==> config.mk <==
export PLATFORM = sky130hd
export DESIGN_NAME = uart_comm
export DESIGN_NICKNAME = d
export VERILOG_FILES = /design/src/rtl/uart_comm.sv
export SDC_FILE = /design/constraint.sdc
export NUM_CORES = 1
export LEC_CHECK = 0
export CAP_MARGIN = 25
export CELL_PAD_IN_SITES_DETAIL_PLACEMENT = 0
export CELL_PAD_IN_SITES_GLOBAL_PLACEMENT = 1
export CORE_UTILIZATION = 42
export DETAILED_ROUTE_END_ITERATION = 16
export PLACE_DENSITY_LB_ADDON = 0.1
export SYNTH_ARGS = -nofsm -noshare
export SYNTH_HDL_FRONTEND = slang
export SYNTH_SLANG_ARGS = --single-unit
==> constraint.sdc <==
create_clock -name clk -period 1.8 [get_ports clk]
set_input_delay 0.45 -clock clk [delete_from_list [all_inputs] [get_ports clk]]
set_output_delay 0.45 -clock clk [all_outputs]
set_load 0.1 [all_outputs]
==> src/rtl/uart_comm.sv <==
// Host-side UART link: 8N1 receiver that packs three bytes into a 24-bit command,
// plus a one-byte response transmitter. Optional inter-byte timeout: CMD_TIMEOUT_EN.
module uart_comm #(
    parameter int BAUD_DIV     = 434,
    parameter int TIMEOUT_BITS = 30
) (
    input  logic        clk,
    input  logic        rst_n,
    input  logic        RX,
    output logic        TX,
    output logic [23:0] cmd,
    output logic        cmd_rdy,
    input  logic        clr_cmd_rdy,
    input  logic [7:0]  resp_data,
    input  logic        send_resp,
    output logic        resp_sent
);

    localparam int CW = $clog2(BAUD_DIV);
    localparam logic [CW-1:0] FULL_M1 = CW'(BAUD_DIV - 1);
    localparam logic [CW-1:0] HALF_M1 = CW'(BAUD_DIV / 2 - 1);

    localparam logic [1:0] RX_IDLE  = 2'd0;
    localparam logic [1:0] RX_START = 2'd1;
    localparam logic [1:0] RX_DATA  = 2'd2;
    localparam logic [1:0] RX_STOP  = 2'd3;

    localparam logic TX_IDLE = 1'b0;
    localparam logic TX_XMIT = 1'b1;

    if (BAUD_DIV < 4 || TIMEOUT_BITS < 1) begin : g_bad_cfg
        $error("uart_comm: BAUD_DIV must be >= 4 and TIMEOUT_BITS >= 1");
    end

    logic          rx_s1, rx_s2, rx_s3;
    logic [1:0]    rx_state;
    logic [CW-1:0] rx_cnt;
    logic [2:0]    rx_bits;
    logic [7:0]    rx_shift;
    logic          rx_rdy;
    logic          start_det;

    logic [1:0]    byte_cnt;
    logic [15:0]   hold;
    logic          cmd_set;
    logic          to_hit;

    logic          tx_state;
    logic [CW-1:0] tx_cnt;
    logic [3:0]    tx_left;
    logic [8:0]    tx_shift;

    always_ff @(posedge clk or negedge rst_n) begin
        if (!rst_n) begin
            rx_s1 <= 1'b1;
            rx_s2 <= 1'b1;
            rx_s3 <= 1'b1;
        end else begin
            rx_s1 <= RX;
            rx_s2 <= rx_s1;
            rx_s3 <= rx_s2;
        end
    end

    assign start_det = (rx_state == RX_IDLE) && rx_s3 && !rx_s2;

    always_ff @(posedge clk or negedge rst_n) begin
        if (!rst_n) begin
            rx_state <= RX_IDLE;
            rx_cnt   <= '0;
            rx_bits  <= '0;
            rx_shift <= '0;
            rx_rdy   <= 1'b0;
        end else begin
            rx_rdy <= 1'b0;
            unique case (rx_state)
                RX_IDLE: begin
                    if (start_det) begin
                        rx_state <= RX_START;
                        rx_cnt   <= '0;
                    end
                end
                RX_START: begin
                    if (rx_cnt == HALF_M1) begin
                        rx_cnt   <= '0;
                        rx_bits  <= '0;
                        // line back high at mid start bit means a glitch
                        rx_state <= rx_s2 ? RX_IDLE : RX_DATA;
                    end else begin
                        rx_cnt <= rx_cnt + 1'b1;
                    end
                end
                RX_DATA: begin
                    if (rx_cnt == FULL_M1) begin
                        rx_cnt   <= '0;
                        rx_shift <= {rx_s2, rx_shift[7:1]};
                        rx_bits  <= rx_bits + 1'b1;
                        if (rx_bits == 3'd7) begin
                            rx_state <= RX_STOP;
                        end
                    end else begin
                        rx_cnt <= rx_cnt + 1'b1;
                    end
                end
                RX_STOP: begin
                    if (rx_cnt == FULL_M1) begin
                        rx_cnt   <= '0;
                        rx_rdy   <= rx_s2;
                        rx_state <= RX_IDLE;
                    end else begin
                        rx_cnt <= rx_cnt + 1'b1;
                    end
                end
                default: rx_state <= RX_IDLE;
            endcase
        end
    end

`ifdef CMD_TIMEOUT_EN
    localparam int TO_LIMIT = TIMEOUT_BITS * BAUD_DIV;
    localparam int TW = $clog2(TO_LIMIT + 1);

    logic [TW-1:0] to_cnt;
    logic          to_run;

    assign to_run = (byte_cnt != 2'd0) && (rx_state == RX_IDLE) && !start_det;
    assign to_hit = to_run && (to_cnt == TW'(TO_LIMIT - 1));

    always_ff @(posedge clk or negedge rst_n) begin
        if (!rst_n) begin
            to_cnt <= '0;
        end else if (!to_run || to_hit) begin
            to_cnt <= '0;
        end else begin
            to_cnt <= to_cnt + 1'b1;
        end
    end
`else
    assign to_hit = 1'b0;
`endif

    assign cmd_set = rx_rdy && (byte_cnt == 2'd2);

    always_ff @(posedge clk or negedge rst_n) begin
        if (!rst_n) begin
            byte_cnt <= '0;
            hold     <= '0;
            cmd      <= '0;
            cmd_rdy  <= 1'b0;
        end else begin
            if (rx_rdy) begin
                unique case (byte_cnt)
                    2'd0: begin
                        hold[15:8] <= rx_shift;
                        byte_cnt   <= 2'd1;
                    end
                    2'd1: begin
                        hold[7:0] <= rx_shift;
                        byte_cnt  <= 2'd2;
                    end
                    default: begin
                        cmd      <= {hold, rx_shift};
                        byte_cnt <= 2'd0;
                    end
                endcase
            end else if (to_hit) begin
                byte_cnt <= 2'd0;
                hold     <= '0;
            end
            // a completing command beats any clear in the same cycle
            if (cmd_set) begin
                cmd_rdy <= 1'b1;
            end else if (clr_cmd_rdy || start_det) begin
                cmd_rdy <= 1'b0;
            end
        end
    end

    always_ff @(posedge clk or negedge rst_n) begin
        if (!rst_n) begin
            tx_state  <= TX_IDLE;
            tx_cnt    <= '0;
            tx_left   <= '0;
            tx_shift  <= '0;
            TX        <= 1'b1;
            resp_sent <= 1'b0;
        end else begin
            resp_sent <= 1'b0;
            unique case (tx_state)
                TX_IDLE: begin
                    // no restart on the resp_sent cycle itself
                    if (send_resp && !resp_sent) begin
                        tx_shift <= {1'b1, resp_data};
                        tx_left  <= 4'd9;
                        tx_cnt   <= '0;
                        TX       <= 1'b0;
                        tx_state <= TX_XMIT;
                    end
                end
                TX_XMIT: begin
                    if (tx_cnt == FULL_M1) begin
                        tx_cnt <= '0;
                        if (tx_left == 4'd0) begin
                            resp_sent <= 1'b1;
                            tx_state  <= TX_IDLE;
                        end else begin
                            TX       <= tx_shift[0];
                            tx_shift <= {1'b1, tx_shift[8:1]};
                            tx_left  <= tx_left - 1'b1;
                        end
                    end else begin
                        tx_cnt <= tx_cnt + 1'b1;
                    end
                end
                default: tx_state <= TX_IDLE;
            endcase
        end
    end

endmodule

==> metrics <==
flops & latches, synth=94; Die Height=101.4 um; Min Hold Slack=0.01618 ns; Final Total Pwr=roughly 5.2 mW; Pwr Density=between 900 and 1000 mW/mm^2; Final Instance Area=0.005439 mm^2; Finished Layout Cells=544; main combinational cell family by area after synthesis=multiplexers; Port Buffer Count=39; Clk Latency, worst-skew pair=0.36 ns; Cells after Synth=340; Antenna Diode Count=0; starting density of the core=0.4408; Least-Margin Pin Slew=0.4710 ns; routed vias=2805; Worst Setup End Kind=flip-flop; Tcrit/Tclk final=0.9628; Critical path buffers and inverters=2; switching power=1.568 mW; Core ar.=approximately 0.0094 mm^2; Comb pwr share=0.215; RD Place Congestion=0.7635; CP Launch Point=rx_cnt[1]; placed insts=524; Critical Path RT=2.07 ns; sequential share of the synthesized area=0.5680; simple-gate share of the synthesized area=0.1137; row count=35; initial antenna violation count=0; Num CTS Buffers=9; number of distinct library cells after synthesis=61; final hold viol count=0; Pleak=2.602 nW; sequential power share=0.504; Top Family by Delay on Critical Path=simple AND/OR/NAND/NOR gates; worst slack, placed=-0.05183 ns; cell area after synthesis=between 0.004 and 0.005 mm^2; Tightest Hold Check Type=input pin to async pin; Die W=101.4 um; Reg2Reg Capture Point=rx_bits[2]; RSZ-0062 raised after global routing=true; Data arrival, critical path=around 2 ns; critical path's slowest cell=or4_4; clock skew=0.01412 ns; drt first pass iters=4; Crit Path Class=flip-flop to flip-flop; vias in the first global route=2858; Crit Path Max Fanout=4; Worst slew margin=0.6848; Peak VDD IR=0.4991 mV; Die ar.=0.01028 mm^2; fin crit period=1.733 ns; first-pass GRT wire length=14.12 mm; # setup viols final=0; Adder-Cell Fraction of Synth Area=0.02412; placed inst area=slightly above 0.005 mm^2; ys flop type=dfrtp_1; Worst-path clk slew=0.10 ns; startpoint types=flip-flop; io pins=40; Reg2Reg Depth=7; start of the worst register-to-register path=rx_cnt[1]; pin count of the biggest net entering global routing=32; Internal=3.642 mW; pins over their slew limit=0; final setup margin=0.06687 ns; Root Driver=clkbuf_8; Post-synth ARST share=1.000; Compound-Gate Fraction of Synth Area=0.09527; grt ovf=0; via-per-instance ratio=5.156; Post-Synth XOR/XNOR Area=0.01266; Ys Warns=0; Reg2Reg Setup Slack=0.07 ns; outcome=finished, final reports clean; WL final=8.090 mm; Post-DP HPWL=a little under 6 mm; Overall Global Routing Usage=0.1795; clock network power share=0.281; initial DRC count=96; mux cell area share after synthesis=0.1571; CP peak stage delay=0.46 ns; CTS tree=yes; Fin Setup TNS=0 ns; Max Root-Sink Buffers=2; Post-synth EDFFs=0; Sw Ratio=0.3010; syn nets=361; synthesis-to-finish area growth=31.05%; antenna viol nets, final=0; Max Cap Violations=0; # clock sinks=94; fin util=0.5777; Cell Chain, Critical Path=inv_2 -> ha_2 -> nand4b_1 -> or4_4 -> buf_6 -> o21ba_1 -> nor3_1; # DRC=0; DR WL/cell=14.87 um; Syn Area/Cell=between 10 and 15 um^2; share of cells above drive strength 1=0.3422; Fmax=577.0 MHz; H-tree depth=3; nets=431
synthesized netlist by cell type (2+ instances only):
master	count	share of area
xor2_1	5	0.011
o21a_1	2	0.0036
dfrtp_1	90	0.54
nor3_1	7	0.0084
and4_1	3	0.0063
a21oi_1	13	0.016
nor2_1	6	0.0054
o21ai_0	7	0.0084
nor2b_1	3	0.0045
ha_1	8	0.024
inv_1	16	0.014
and3_1	3	0.0045
mux2i_1	10	0.024
clkbuf_1	7	0.0063
nand2_1	25	0.023
o22ai_1	6	0.0090
nor3b_1	2	0.0036
mux2_2	49	0.13
nand3_1	8	0.0096
a21o_1	4	0.0072
a31oi_1	7	0.011
buf_2	3	0.0036
o21ai_1	11	0.013
dfstp_2	4	0.025
nand4_1	4	0.0060
nor3_2	2	0.0048
cells in the final DEF, fill, tap and decap left out, drive strengths merged, types with 5 or more instances in the layout:
master,n
nand3,8
nor2,6
mux2,49
clkbuf,10
clkdlybuf4s50,11
nor3,9
dfrtp,90
a21oi,13
nand2,25
inv,20
o22ai,6
buf,61
mux2i,10
a31oi,7
o21ai,18
ha,8
xor2,5
worst max path at each step:
stage	slack (ns)	end	cells past startpoint
6_report	0.07	rx_bits[2]	7
4_1_cts	0.03	rx_bits[1]	7
3_3_place_gp	-0.008	tx_shift[0]	5
5_1_grt	0.0007	rx_bits[1]	7
2_1_floorplan	0.03	tx_cnt[4]	5
3_5_place_dp	-0.05	tx_shift[0]	5
worst reg2reg max path, cell delays in order (launching register included):
cell and delay, ns:
dfrtp_1 0.40, inv_2 0.07, ha_2 0.17, nand4b_1 0.09, or4_4 0.46, buf_6 0.15
o21ba_1 0.16, nor3_1 0.15
routing by layer:
layer,vias up,share of wire,global-route usage
li1,1367,-,-
met1,1394,0.50,0.2497
met2,35,0.46,0.2815
met3,9,0.027,0.03658
met4,0,0.013,0.06020
met5,-,0,0
logic make-up after synthesis:
family / count (synthesis)
flops: 94
compound gates: 63
fa+ha+maj: 8
simple gates: 80
xor+xnor: 6
mux: 59
buf+inv: 30
flip-flops by register name (all words and copies together), names as in the netlist, 2 cells and up, named ones only:
| signal | flops |
|---|---|
| rx_shift | 8 |
| tx_shift | 9 |
| tx_cnt | 9 |
| tx_left | 4 |
| rx_cnt | 9 |
| byte_cnt | 2 |
| hold | 16 |
| rx_bits | 3 |
| cmd | 24 |
repair_timing:
item,CTS,global route
buffers inserted,0,4
resized for setup,1,8
hold buffers,0,0
endpoints found under the setup margin,2,14
power by group through the flow:
stage	sequential [mW]	clock, mW	combinational [mW]
6_report	2.62	1.46	1.12
5_1_grt	2.67	1.62	1.27
4_1_cts	2.62	1.50	1.13
3_5_place_dp	2.66	0	1.12
3_3_place_gp	2.65	0	1.09
2_1_floorplan	2.72	0	0.608
final cells by class:
type / count / area (um^2)
inverter: 17 / 63.81
sequential: 94 / 2357
multi-input combinational: 216 / 1689
tap: 129 / 161.4
fill: 786 / 3976
clock inverter: 6 / 75.07
timing repair buffer: 72 / 954.7
clock buffer: 10 / 137.6
Power figures use the tool's default switching activity.
